## src/rtl/logic_pkg.sv

```systemverilog
// Shared definitions for the bitwise logic unit: opcode encoding and flag bit layout.
package logic_pkg;

   localparam int unsigned OP_W   = 3;
   localparam int unsigned FLAG_W = 3;

   localparam int unsigned FLAG_CF = 2;
   localparam int unsigned FLAG_SF = 1;
   localparam int unsigned FLAG_ZF = 0;

   localparam logic [OP_W-1:0] OP_AND  = 3'd0;
   localparam logic [OP_W-1:0] OP_OR   = 3'd1;
   localparam logic [OP_W-1:0] OP_XOR  = 3'd2;
   localparam logic [OP_W-1:0] OP_NAND = 3'd3;
   localparam logic [OP_W-1:0] OP_NOR  = 3'd4;
   localparam logic [OP_W-1:0] OP_XNOR = 3'd5;
   localparam logic [OP_W-1:0] OP_NOT  = 3'd6;
   localparam logic [OP_W-1:0] OP_PASS = 3'd7;

   function automatic logic [FLAG_W-1:0] pack_flags(input logic cf, input logic sf,
                                                    input logic zf);
      logic [FLAG_W-1:0] f;
      f          = '0;
      f[FLAG_CF] = cf;
      f[FLAG_SF] = sf;
      f[FLAG_ZF] = zf;
      return f;
   endfunction

endpackage

```

## src/rtl/logic_unit_comb.sv

```systemverilog
// Combinational op mux and per-result flag generation for the logic unit.
module logic_unit_comb
   import logic_pkg::*;
#(
   parameter int unsigned WIDTH = 5
) (
   input  logic [WIDTH-1:0] a_i,
   input  logic [WIDTH-1:0] b_i,
   input  logic [OP_W-1:0]  op_i,
   output logic [WIDTH-1:0] z_o,
   output logic             cf_o,
   output logic             sf_o,
   output logic             zf_o
);

   always_comb begin
      z_o = '0;
      unique case (op_i)
         OP_AND:  z_o = a_i & b_i;
         OP_OR:   z_o = a_i | b_i;
         OP_XOR:  z_o = a_i ^ b_i;
         OP_NAND: z_o = ~(a_i & b_i);
         OP_NOR:  z_o = ~(a_i | b_i);
         OP_XNOR: z_o = ~(a_i ^ b_i);
         OP_NOT:  z_o = ~a_i;
         OP_PASS: z_o = a_i;
      endcase
   end

   // Carry has no meaning for logic ops; the port mirrors the arithmetic unit.
   assign cf_o = 1'b0;
   assign sf_o = z_o[WIDTH-1];
   assign zf_o = (z_o == '0);

endmodule

```

## src/rtl/logic_unit_pipe.sv

```systemverilog
// Two-stage pipelined bitwise logic unit with valid/ready handshakes and a flag register.
module logic_unit_pipe
   import logic_pkg::*;
#(
   parameter int unsigned WIDTH = 5,
   parameter int unsigned OPW   = OP_W
) (
   input  logic              clk,
   input  logic              rst_n,
   input  logic              in_valid,
   output logic              in_ready,
   input  logic [WIDTH-1:0]  a,
   input  logic [WIDTH-1:0]  b,
   input  logic [OPW-1:0]    op,
   input  logic              flag_we,
   output logic              out_valid,
   input  logic              out_ready,
   output logic [WIDTH-1:0]  z,
   output logic              cf,
   output logic              sf,
   output logic              zf,
   output logic [FLAG_W-1:0] flags_q
);

   logic             s1_valid_q, s1_valid_d;
   logic [WIDTH-1:0] s1_a_q, s1_a_d;
   logic [WIDTH-1:0] s1_b_q, s1_b_d;
   logic [OPW-1:0]   s1_op_q, s1_op_d;
   logic             s1_we_q, s1_we_d;

   logic             out_valid_q, out_valid_d;
   logic [WIDTH-1:0] z_q, z_d;
   logic             cf_q, cf_d;
   logic             sf_q, sf_d;
   logic             zf_q, zf_d;
   logic             s2_we_q, s2_we_d;

   logic [FLAG_W-1:0] flags_d;

   logic [WIDTH-1:0] c_z;
   logic             c_cf, c_sf, c_zf;
   logic             s2_adv, in_fire, out_fire;

   logic_unit_comb #(
      .WIDTH (WIDTH)
   ) u_comb (
      .a_i  (s1_a_q),
      .b_i  (s1_b_q),
      .op_i (s1_op_q),
      .z_o  (c_z),
      .cf_o (c_cf),
      .sf_o (c_sf),
      .zf_o (c_zf)
   );

   // No skid buffer: S1 can only accept when it is empty or draining into S2.
   assign s2_adv   = ~out_valid_q | out_ready;
   assign in_ready = ~s1_valid_q | s2_adv;
   assign in_fire  = in_valid & in_ready;
   assign out_fire = out_valid_q & out_ready;

   always_comb begin
      s1_valid_d  = s1_valid_q;
      s1_a_d      = s1_a_q;
      s1_b_d      = s1_b_q;
      s1_op_d     = s1_op_q;
      s1_we_d     = s1_we_q;
      out_valid_d = out_valid_q;
      z_d         = z_q;
      cf_d        = cf_q;
      sf_d        = sf_q;
      zf_d        = zf_q;
      s2_we_d     = s2_we_q;
      flags_d     = flags_q;

      if (in_fire) begin
         s1_valid_d = 1'b1;
         s1_a_d     = a;
         s1_b_d     = b;
         s1_op_d    = op;
         s1_we_d    = flag_we;
      end else if (s2_adv) begin
         s1_valid_d = 1'b0;
      end

      // On a bubble S2 keeps its last result; only out_valid drops.
      if (s2_adv) begin
         out_valid_d = s1_valid_q;
         if (s1_valid_q) begin
            z_d     = c_z;
            cf_d    = c_cf;
            sf_d    = c_sf;
            zf_d    = c_zf;
            s2_we_d = s1_we_q;
         end
      end

      if (out_fire && s2_we_q) begin
         flags_d = pack_flags(cf_q, sf_q, zf_q);
      end
   end

   always_ff @(posedge clk or negedge rst_n) begin
      if (!rst_n) begin
         s1_valid_q  <= 1'b0;
         s1_a_q      <= '0;
         s1_b_q      <= '0;
         s1_op_q     <= '0;
         s1_we_q     <= 1'b0;
         out_valid_q <= 1'b0;
         z_q         <= '0;
         cf_q        <= 1'b0;
         sf_q        <= 1'b0;
         zf_q        <= 1'b0;
         s2_we_q     <= 1'b0;
         flags_q     <= '0;
      end else begin
         s1_valid_q  <= s1_valid_d;
         s1_a_q      <= s1_a_d;
         s1_b_q      <= s1_b_d;
         s1_op_q     <= s1_op_d;
         s1_we_q     <= s1_we_d;
         out_valid_q <= out_valid_d;
         z_q         <= z_d;
         cf_q        <= cf_d;
         sf_q        <= sf_d;
         zf_q        <= zf_d;
         s2_we_q     <= s2_we_d;
         flags_q     <= flags_d;
      end
   end

   assign out_valid = out_valid_q;
   assign z         = z_q;
   assign cf        = cf_q;
   assign sf        = sf_q;
   assign zf        = zf_q;

endmodule
```

## config.mk

```make
export PLATFORM = sky130hd
export DESIGN_NAME = logic_unit_pipe
export DESIGN_NICKNAME = d
export VERILOG_FILES = /design/src/rtl/logic_pkg.sv /design/src/rtl/logic_unit_comb.sv /design/src/rtl/logic_unit_pipe.sv
export SDC_FILE = /design/constraint.sdc
export NUM_CORES = 1
export LEC_CHECK = 0
export CAP_MARGIN = 0
export CORE_MARGIN = 10
export CORE_UTILIZATION = 57
export CTS_BUF_LIST = sky130_fd_sc_hd__clkbuf_2 sky130_fd_sc_hd__clkbuf_4 sky130_fd_sc_hd__clkbuf_8
export DETAILED_ROUTE_END_ITERATION = 10
export PLACE_DENSITY_LB_ADDON = 0.05
export SYNTH_ARGS = -nofsm -noshare
export SYNTH_HDL_FRONTEND = slang
export SYNTH_SLANG_ARGS = --single-unit
```

## constraint.sdc

```tcl
create_clock -name clk -period 5 [get_ports clk]
set_input_delay 1 -clock clk [delete_from_list [all_inputs] [get_ports clk]]
set_output_delay 1 -clock clk [all_outputs]
set_load 0.01 [all_outputs]
```

==> key figures <==
Min path
  • Hold WC Path Type: reg -> reg
  • Hold EP: s2_we_q
  • Hold Crit Start: s1_we_q
  • Hold Path Depth: 1

Global route
  • Largest net degree at the start of global routing: 26
  • First-pass GRT wire length: 5.09 mm
  • Initial antenna violation count: 0
  • Total Routing Usage GR: 0.117
  • Vias in the first global route: 1164
  • Gr ovfl total: 0

Cells and area
  • Fraction of layout cells with a size suffix above 1: 0.134
  • # fillers: 189
  • N_diodes: 0
  • Area of the multi-input gates: 787 sq um
  • NumNets Final: 193
  • Sequential cell area: 626 sq um
  • Area Overhead vs Synth: 17.7%
  • Final Cell Area: 1810 sq um

Timing
  • Worst Max-Slew Pin Slew: 1.10 ns
  • RSZ-0062 raised after global routing: no
  • Setup TNS: 0 ns
  • Period utilization: 0.642
  • # setup viols final: 0
  • Worst rel slew slack: 0.267
  • Final min period: 3.21 ns
  • Worst Clk Skew: 0.00516 ns
  • Final WS setup: 1.79 ns
  • Slew Limit Fails: 0
  • Final hold violation count: 0
  • Max Clock Freq: 0.311 GHz

Yosys
  • Most instantiated cells after synthesis: dfrtp_1 (25), mux2_2 (15), inv_1 (14)
  • Adder-Cell Fraction of Synth Area: 0.0814
  • Dominant cells by area after synthesis: dfrtp_1 (41%), mux2_2 (11%), ha_1 (8.1%), nand2b_1 (5.3%), mux2_1 (4.4%)
  • Main synth FF type: dfrtp_1
  • Post-synth EDFFs: 0
  • Syn Inst Count: 141
  • Average cell area after synthesis: 10.9 sq um
  • Seq cells post-synth: 25
  • Asr flop ratio synth: 1.00
  • Area share of and/or/nand/nor cells after synthesis: 0.124
  • Largest family of logic cells by synthesized area: multiplexers
  • Sequential share of the synthesized area: 0.407
  • Cell Area, Synth: 1540 sq um
  • Distinct cells, synth: 32
  • Synth top area share: 0.407
  • Synth Warn #: 0
  • Synth Area in XOR/XNOR: 0
  • Most frequent cell after synthesis: dfrtp_1
  • Mux share of post-synthesis cell area: 0.175
  • Largest area contributor in the netlist: dfrtp_1
  • Compound-Gate Fraction of Synth Area: 0.127

Floorplanning
  • Die Area: 5180 sq um
  • Row count: 18
  • Initial Utilization: 0.610
  • Ports: 31
  • Die height: 71.9 microns
  • Die Wd: 71.9 microns
  • Core area: 2520 sq um

Worst setup path
  • Kind of critical path: in -> out
  • Crit path max fanout: 3
  • Critical Path Source: out_ready
  • Worst flop-to-flop path startpoint: s1_op_q[2]
  • Worst EP required: 4.00 ns
  • FF-to-FF End: z[2]
  • Reg-to-reg slack, setup: 2.89 ns
  • CP startpoint kind: primary input
  • CP Data Arrival Time: 2.21 ns
  • Crit path capture type: primary output
  • Cell count of the worst reg-to-reg path: 5

Status
  • Status: finished, final reports clean

Clocking
  • TritonCTS clock tree: built
  • Clk root buf: clkbuf_4
  • # hold bufs at CTS: 0
  • Clk sink count: 25
  • Post CTS Setup Buffer Count: 0
  • Worst-Skew Late Latency: 0.31 ns
  • Post-CTS sizing: 0
  • CTS buffer count: 3
  • Number of H-tree levels: 1
  • Max clock buf depth: 2
  • Clock Pin Slew Worst Setup and Hold Paths: 0.14 ns

Place
  • PortBufs: 28
  • DP HPWL: 2.42 mm
  • Final GP Congestion: 0.702
  • Area after DPL: 1780 sq um
  • Setup WS pre-CTS: 1.80 ns

Run
  • Number of max-cap violations: 0

Routing
  • DR WL/cell: 16.1 microns
  • Starting DRT DRC Count: 97
  • Final ANT Viol Nets: 0
  • DRT Pass-1 Iters: 6
  • DR vias: 1135
  • Remaining routing DRC violations: 0
  • Vias/cell: 5.85
  • WL final: 3.13 mm

Pwr
  • Lkg Pwr: 0.794 nW
  • Pwr Total: 0.649 mW
  • PwrDens: 358 nW/um^2
  • Max VDD drop: 0.000335 V
[final cells by class]
class | instances | area share
multi-input combinational | 93 | 0.435
clock inverter | 1 | 0.00276
inverter | 14 | 0.0290
tap | 30 | 0.0207
timing repair buffer | 28 | 0.155
clock buffer | 3 | 0.0124
sequential | 25 | 0.346
[worst max path at each step]
stage,endpoint,depth (start not counted)
3_5_place_dp,in_ready,3
4_1_cts,in_ready,3
6_report,in_ready,3
3_3_place_gp,in_ready,3
2_1_floorplan,in_ready,1
5_1_grt,in_ready,3
[layout by cell type (no fill, tap or decap)]
cell type	n
mux2_2	15
ha_1	10
or3b_1	1
and3_1	1
nor2_1	5
mux4_2	1
dfrtp_1	25
o21ai_1	1
o311ai_1	1
or2b_1	1
mux2i_1	1
nor4b_2	1
mux2_1	6
nand3_1	1
o221a_1	1
nand3b_1	1
nor3_1	1
o22ai_1	3
a21oi_1	8
clkinv_2	1
clkdlybuf4s50_1	28
o32a_1	6
o22a_1	1
inv_1	14
nand2b_1	13
clkbuf_4	3
nand2_1	6
or2_1	1
conb_1	2
o41ai_2	1
nand4_1	1
o32ai_1	3
[critical path, stage by stage]
cell             delay, ns
clkdlybuf4s50_1       0.49
nand3b_1              0.16
clkdlybuf4s50_1       0.57
[routing by layer]
metal	track usage	share of wire	vias up
li1	-	-	540
met1	0.118	0.41	555
met2	0.226	0.51	36
met3	0.0299	0.060	4
met4	0.0366	0.012	0
met5	0	0	-
[power by group]
| group | leakage, nW | switching, mW | internal [mW] |
|---|---|---|---|
| sequential | 0.295 | 0.0466 | 0.246 |
| combinational | 0.481 | 0.111 | 0.154 |
| clock | 0.0177 | 0.0603 | 0.0299 |
| total | 0.794 | 0.218 | 0.431 |
[registers in the layout, indices dropped and copies added, names as in the netlist]
signal and cells:
s1_a_q 5, s1_b_q 5, z 5, s1_op_q 3, flags_q 2, out_valid 1, s1_valid_q 1, s1_we_q 1
s2_we_q 1, zf 1
[cells by family after synthesis]
kind of cell | count (synthesis)
AOI/OAI and AO/OA | 25
adders and majority gates | 10
buffers and inverters | 24
DFF | 25
muxes | 23
other | 1
and+or+nand+nor | 33
[stage by stage]
step | cells | util | hold WS (ns)
floorplan | 142 | - | 0.475
global placement | 190 | 0.707 | 0.472
detailed placement | 190 | 0.707 | 0.487
CTS | 194 | 0.718 | 0.518
global route | 194 | 0.718 | 0.534
finish | 194 | 0.718 | 0.518
Note: power is estimated with default switching activity, not from simulation.
==> edit 1, RTL diff (same settings) <==
Set the package constant `OP_W` to 6 (it was 3).
--- a/src/rtl/logic_pkg.sv
+++ b/src/rtl/logic_pkg.sv
@@ -1,7 +1,7 @@
 // Shared definitions for the bitwise logic unit: opcode encoding and flag bit layout.
 package logic_pkg;
 
-   localparam int unsigned OP_W   = 3;
+   localparam int unsigned OP_W   = 6;
    localparam int unsigned FLAG_W = 3;
 
    localparam int unsigned FLAG_CF = 2;
Ports: changed (resized op); port bits go from 31 to 34. No check against the original RTL was run, so the function may have changed too.
==> edit 1 against the original RTL <==
Global-route usage is 1.2 points higher. Total power is 8.4% higher. Final area grew 9.4%. Area after synthesis rose by 5.2%. Worst setup slack improved by 22 ps. Routed wire length is 5.2% higher. Sequential cell count rose by 3. Register-to-register slack better by 100 ps. Critical path type unchanged. Critical endpoint unchanged. Largest cell class unchanged. Highest routed layer unchanged.
==> edit 1: results (changes against the original RTL) <==
- WL met3: 205 microns (+8.5%)
- Worst EP arrival: 2190 ps (-20 ps)
- Clk. pwr: 0.000149 W (+65%)
- Sequential cell count: 28 (+12%)
- VDD IR max: 0.0002668 V (-20%)
- Post-synth cell types: 39 (+22%)
- Non-clk invs: 16 (+2)
- Comb pwr: 0.000241 W (-9.1%)
- Global-route wire length before repair: 5692 microns (+12%)
- Hold Crit Depth: 2 (+1)
- GR met1 Demand/Resource: 14.23% (+2.5 points)
- Pwr dens: 354.9 nW/um^2 (-0.93%)
- Overall routed net length: 3288 microns (+5.2%)
- Sequential cell area: 700.7 sq um (+12%)
- Status: finished clean
- Gr usage total: 12.83% (+1.2 points)
- Placed Area: 1928 sq um (+8.1%)
- Layout Cells excl Fill: 210 (+8.2%)
- Seq/Total Area, Yosys: 43.31% (+2.6 points)
- CP max stage delay: 550 ps (-20 ps)
- Met2 GRT Util: 22.35% (-0.30 points)
- Clock Skew: 1.164 ps (-3.999 ps)
- Pre-CTS WS: 1815 ps (+18.92 ps)
- Worst skew pair latency: 330 ps (+20 ps)
- Final core occ: 72.45% (+0.67 points)
- Metal-1 WL: 1348 microns (+4.7%)
- Number of global-route vias before repair: 1263 (+8.5%)
- Buffers excl. clock: 32 (+14%)
- Post-Syn Instances: 151 (+7.1%)
- Number of multi-input logic gates: 99 (+6.5%)
- Dpl hpwl: 2572 microns (+6.2%)
- Port bufs: 31 (+11%)
- Met3 Use GR: 3.499% (+0.51 points)
- Signal buffers share of area: 16.05% (+0.57 points)
==> edit 1: cell count changes after synthesis, sizes merged, moves of 5 or more <==
cell    change
nand2b      -7
nand2       +6
o21ai       +5
o32a        -6
==> edit 1: logic make-up after synthesis <==
logic type	Yosys count	share of synthesized area (%)
flip-flops	28	43.31
buffers and inverters	25	6.806
multiplexers	22	16.01
AND/OR/NAND/NOR	31	10.29
AO/OA/AOI/OAI	34	15.62
adder cells (fa/ha/maj)	10	7.734
other	1	0.2318
==> edit 1: worst paths after layout <==
kind                       startpoint          to  slack, ps
max                         out_ready    in_ready       1810
min                        flags_q[1]  flags_q[1]        500
max reg2reg                s1_op_q[2]          zf       2990
min reg2reg                flags_q[1]  flags_q[1]        500
min in group asynchronous       rst_n        z[1]       1020
max in group asynchronous       rst_n   s1_a_q[3]       3730
==> edit 1: worst max-delay path, delay by kind of cell <==
family / cells / cell delay [ps]
AND/OR/NAND/NOR: 1 / 150
buffers and inverters: 2 / 1040
==> edit 2, RTL diff (same settings) <==
Made on the original files. Make the reset (`rst_n`) synchronous in one clocked block.
--- a/src/rtl/logic_unit_pipe.sv
+++ b/src/rtl/logic_unit_pipe.sv
@@ -100,7 +100,7 @@
       end
    end
 
-   always_ff @(posedge clk or negedge rst_n) begin
+   always_ff @(posedge clk) begin
       if (!rst_n) begin
          s1_valid_q  <= 1'b0;
          s1_a_q      <= '0;
Check against the original RTL: differs if rst_n is asserted again (counterexample within 4 cycles, from zero or initial values and one cycle with rst_n low); with rst_n held inactive, the same outputs for 10 cycles.
==> edit 2 against the original RTL <==
Fmax shrank 3.9%. Count of clock-buffer cells in the layout grew 1. Worst setup slack lost 130 ps. Routed wire length grew 3.1%. Final area shrank 0.21%. Cell count grew 25%. Sequential cell count is the same. First-iteration DRC count shrank 36%. Clock skew is essentially flat. Area after synthesis shrank 0.98%. Die area shrank 0.71%. Global-route usage grew 0.67 points.
Power is not compared: it rests on default switching activity, and its combinational part moved more than twofold at a synthesized area within 25%.
==> edit 2: results (changes against the original RTL) <==
- Final Critical Period: 3342 ps (+130.5 ps)
- Hold Crit Start: s1_we_q
- Largest net degree at the start of global routing: 30 (+15%)
- Fill cells: 206 (+9.0%)
- WL per Instance: 13.32 microns (-17%)
- Seq/Total Area, Yosys: 32.87% (-7.8 points)
- Number of global-route vias before repair: 1257 (+8.0%)
- Dpl hpwl: 2566 microns (+5.9%)
- Reg2reg path depth: 5 (unchanged)
- CP max stage delay: 520 ps (-50 ps)
- Reg-to-reg slack, setup: 2720 ps (-170 ps)
- Post-Syn Instances: 192 (+36%)
- Mux share of post-synthesis cell area: 1.972% (-16 points)
- Status: finished clean
- # nets final: 241 (+25%)
- Global-route wire length before repair: 5444 microns (+6.9%)
- Commonest cells post-synth: nand2_1 (40), dfxtp_1 (25), a21boi_0 (14)
- Vias/cell: 5.467 (-6.6%)
- Initial drt markers: 62 (-36%)
- Gr usage total: 12.35% (+0.67 points)
- Hold WS: 487.0 ps (-31.01 ps)
- Crit-path max FO: 4 (+1)
- Asr flop ratio synth: 0% (-100 points)
- Antenna Cells: 0 (unchanged)
- Gpl congestion: 0.7883 (+12%)
- Reg-to-Reg Start: s1_op_q[1]
- Clock Skew: 5.020 ps (-0.1428 ps)
- VDD IR max: 0.0001587 V
- Adder-Cell Fraction of Synth Area: 8.217% (+0.080 points)
- Hold Crit Depth: 2 (+1)
- Overall routed net length: 3223 microns (+3.1%)
- Compound-Gate Fraction of Synth Area: 21.12% (+8.4 points)
- Pre-CTS WS: 1667 ps (-128.6 ps)
- Synth area leaders: dfxtp_1 (33%), nand2_1 (9.9%), ha_1 (8.2%), a21boi_0 (6.9%), nor2b_1 (5.3%)
- Min-Delay Endpoint: s1_we_q
- Worst R2R End: zf
- Post-synth cell types: 39 (+22%)
- Placed Area: 1777 sq um (-0.35%)
- Worst Tran Pin Value: 772.6 ps (-322.9 ps)
-- edit 2: cell count changes after synthesis, moves of 6 or more --
cell,change
dfxtp_1,+25
a21boi_0,+14
mux2_2,-15
nand2b_1,-6
nor2b_1,+13
o32a_1,-6
mux2_1,-6
nand2_1,+34
dfrtp_1,-25
-- edit 2: worst register-to-register path, delay by kind of cell, from the launching register on --
family | cells | cell delay (ps)
compound gates | 4 | 950
flops | 1 | 850
simple gates | 1 | 420
-- edit 2: layout make-up --
class / count / area, sq um / share of cell area [%]
clock buffer: 4 / 30.03 / 1.662
inverter: 13 / 48.80 / 2.701
multi-input combinational: 142 / 909.6 / 50.35
sequential: 25 / 500.5 / 27.70
tap: 30 / 37.54 / 2.078
timing repair buffer: 28 / 280.3 / 15.51
-- edit 2: per-layer routing --
layer  share of wire (%)  up-vias  track usage, %
met1                  44      595           13.71
met4                 2.1        0           5.591
met5                   0        -               0
met3                 6.1        7           3.306
met2                  48       35           21.37
li1                    -      686               -
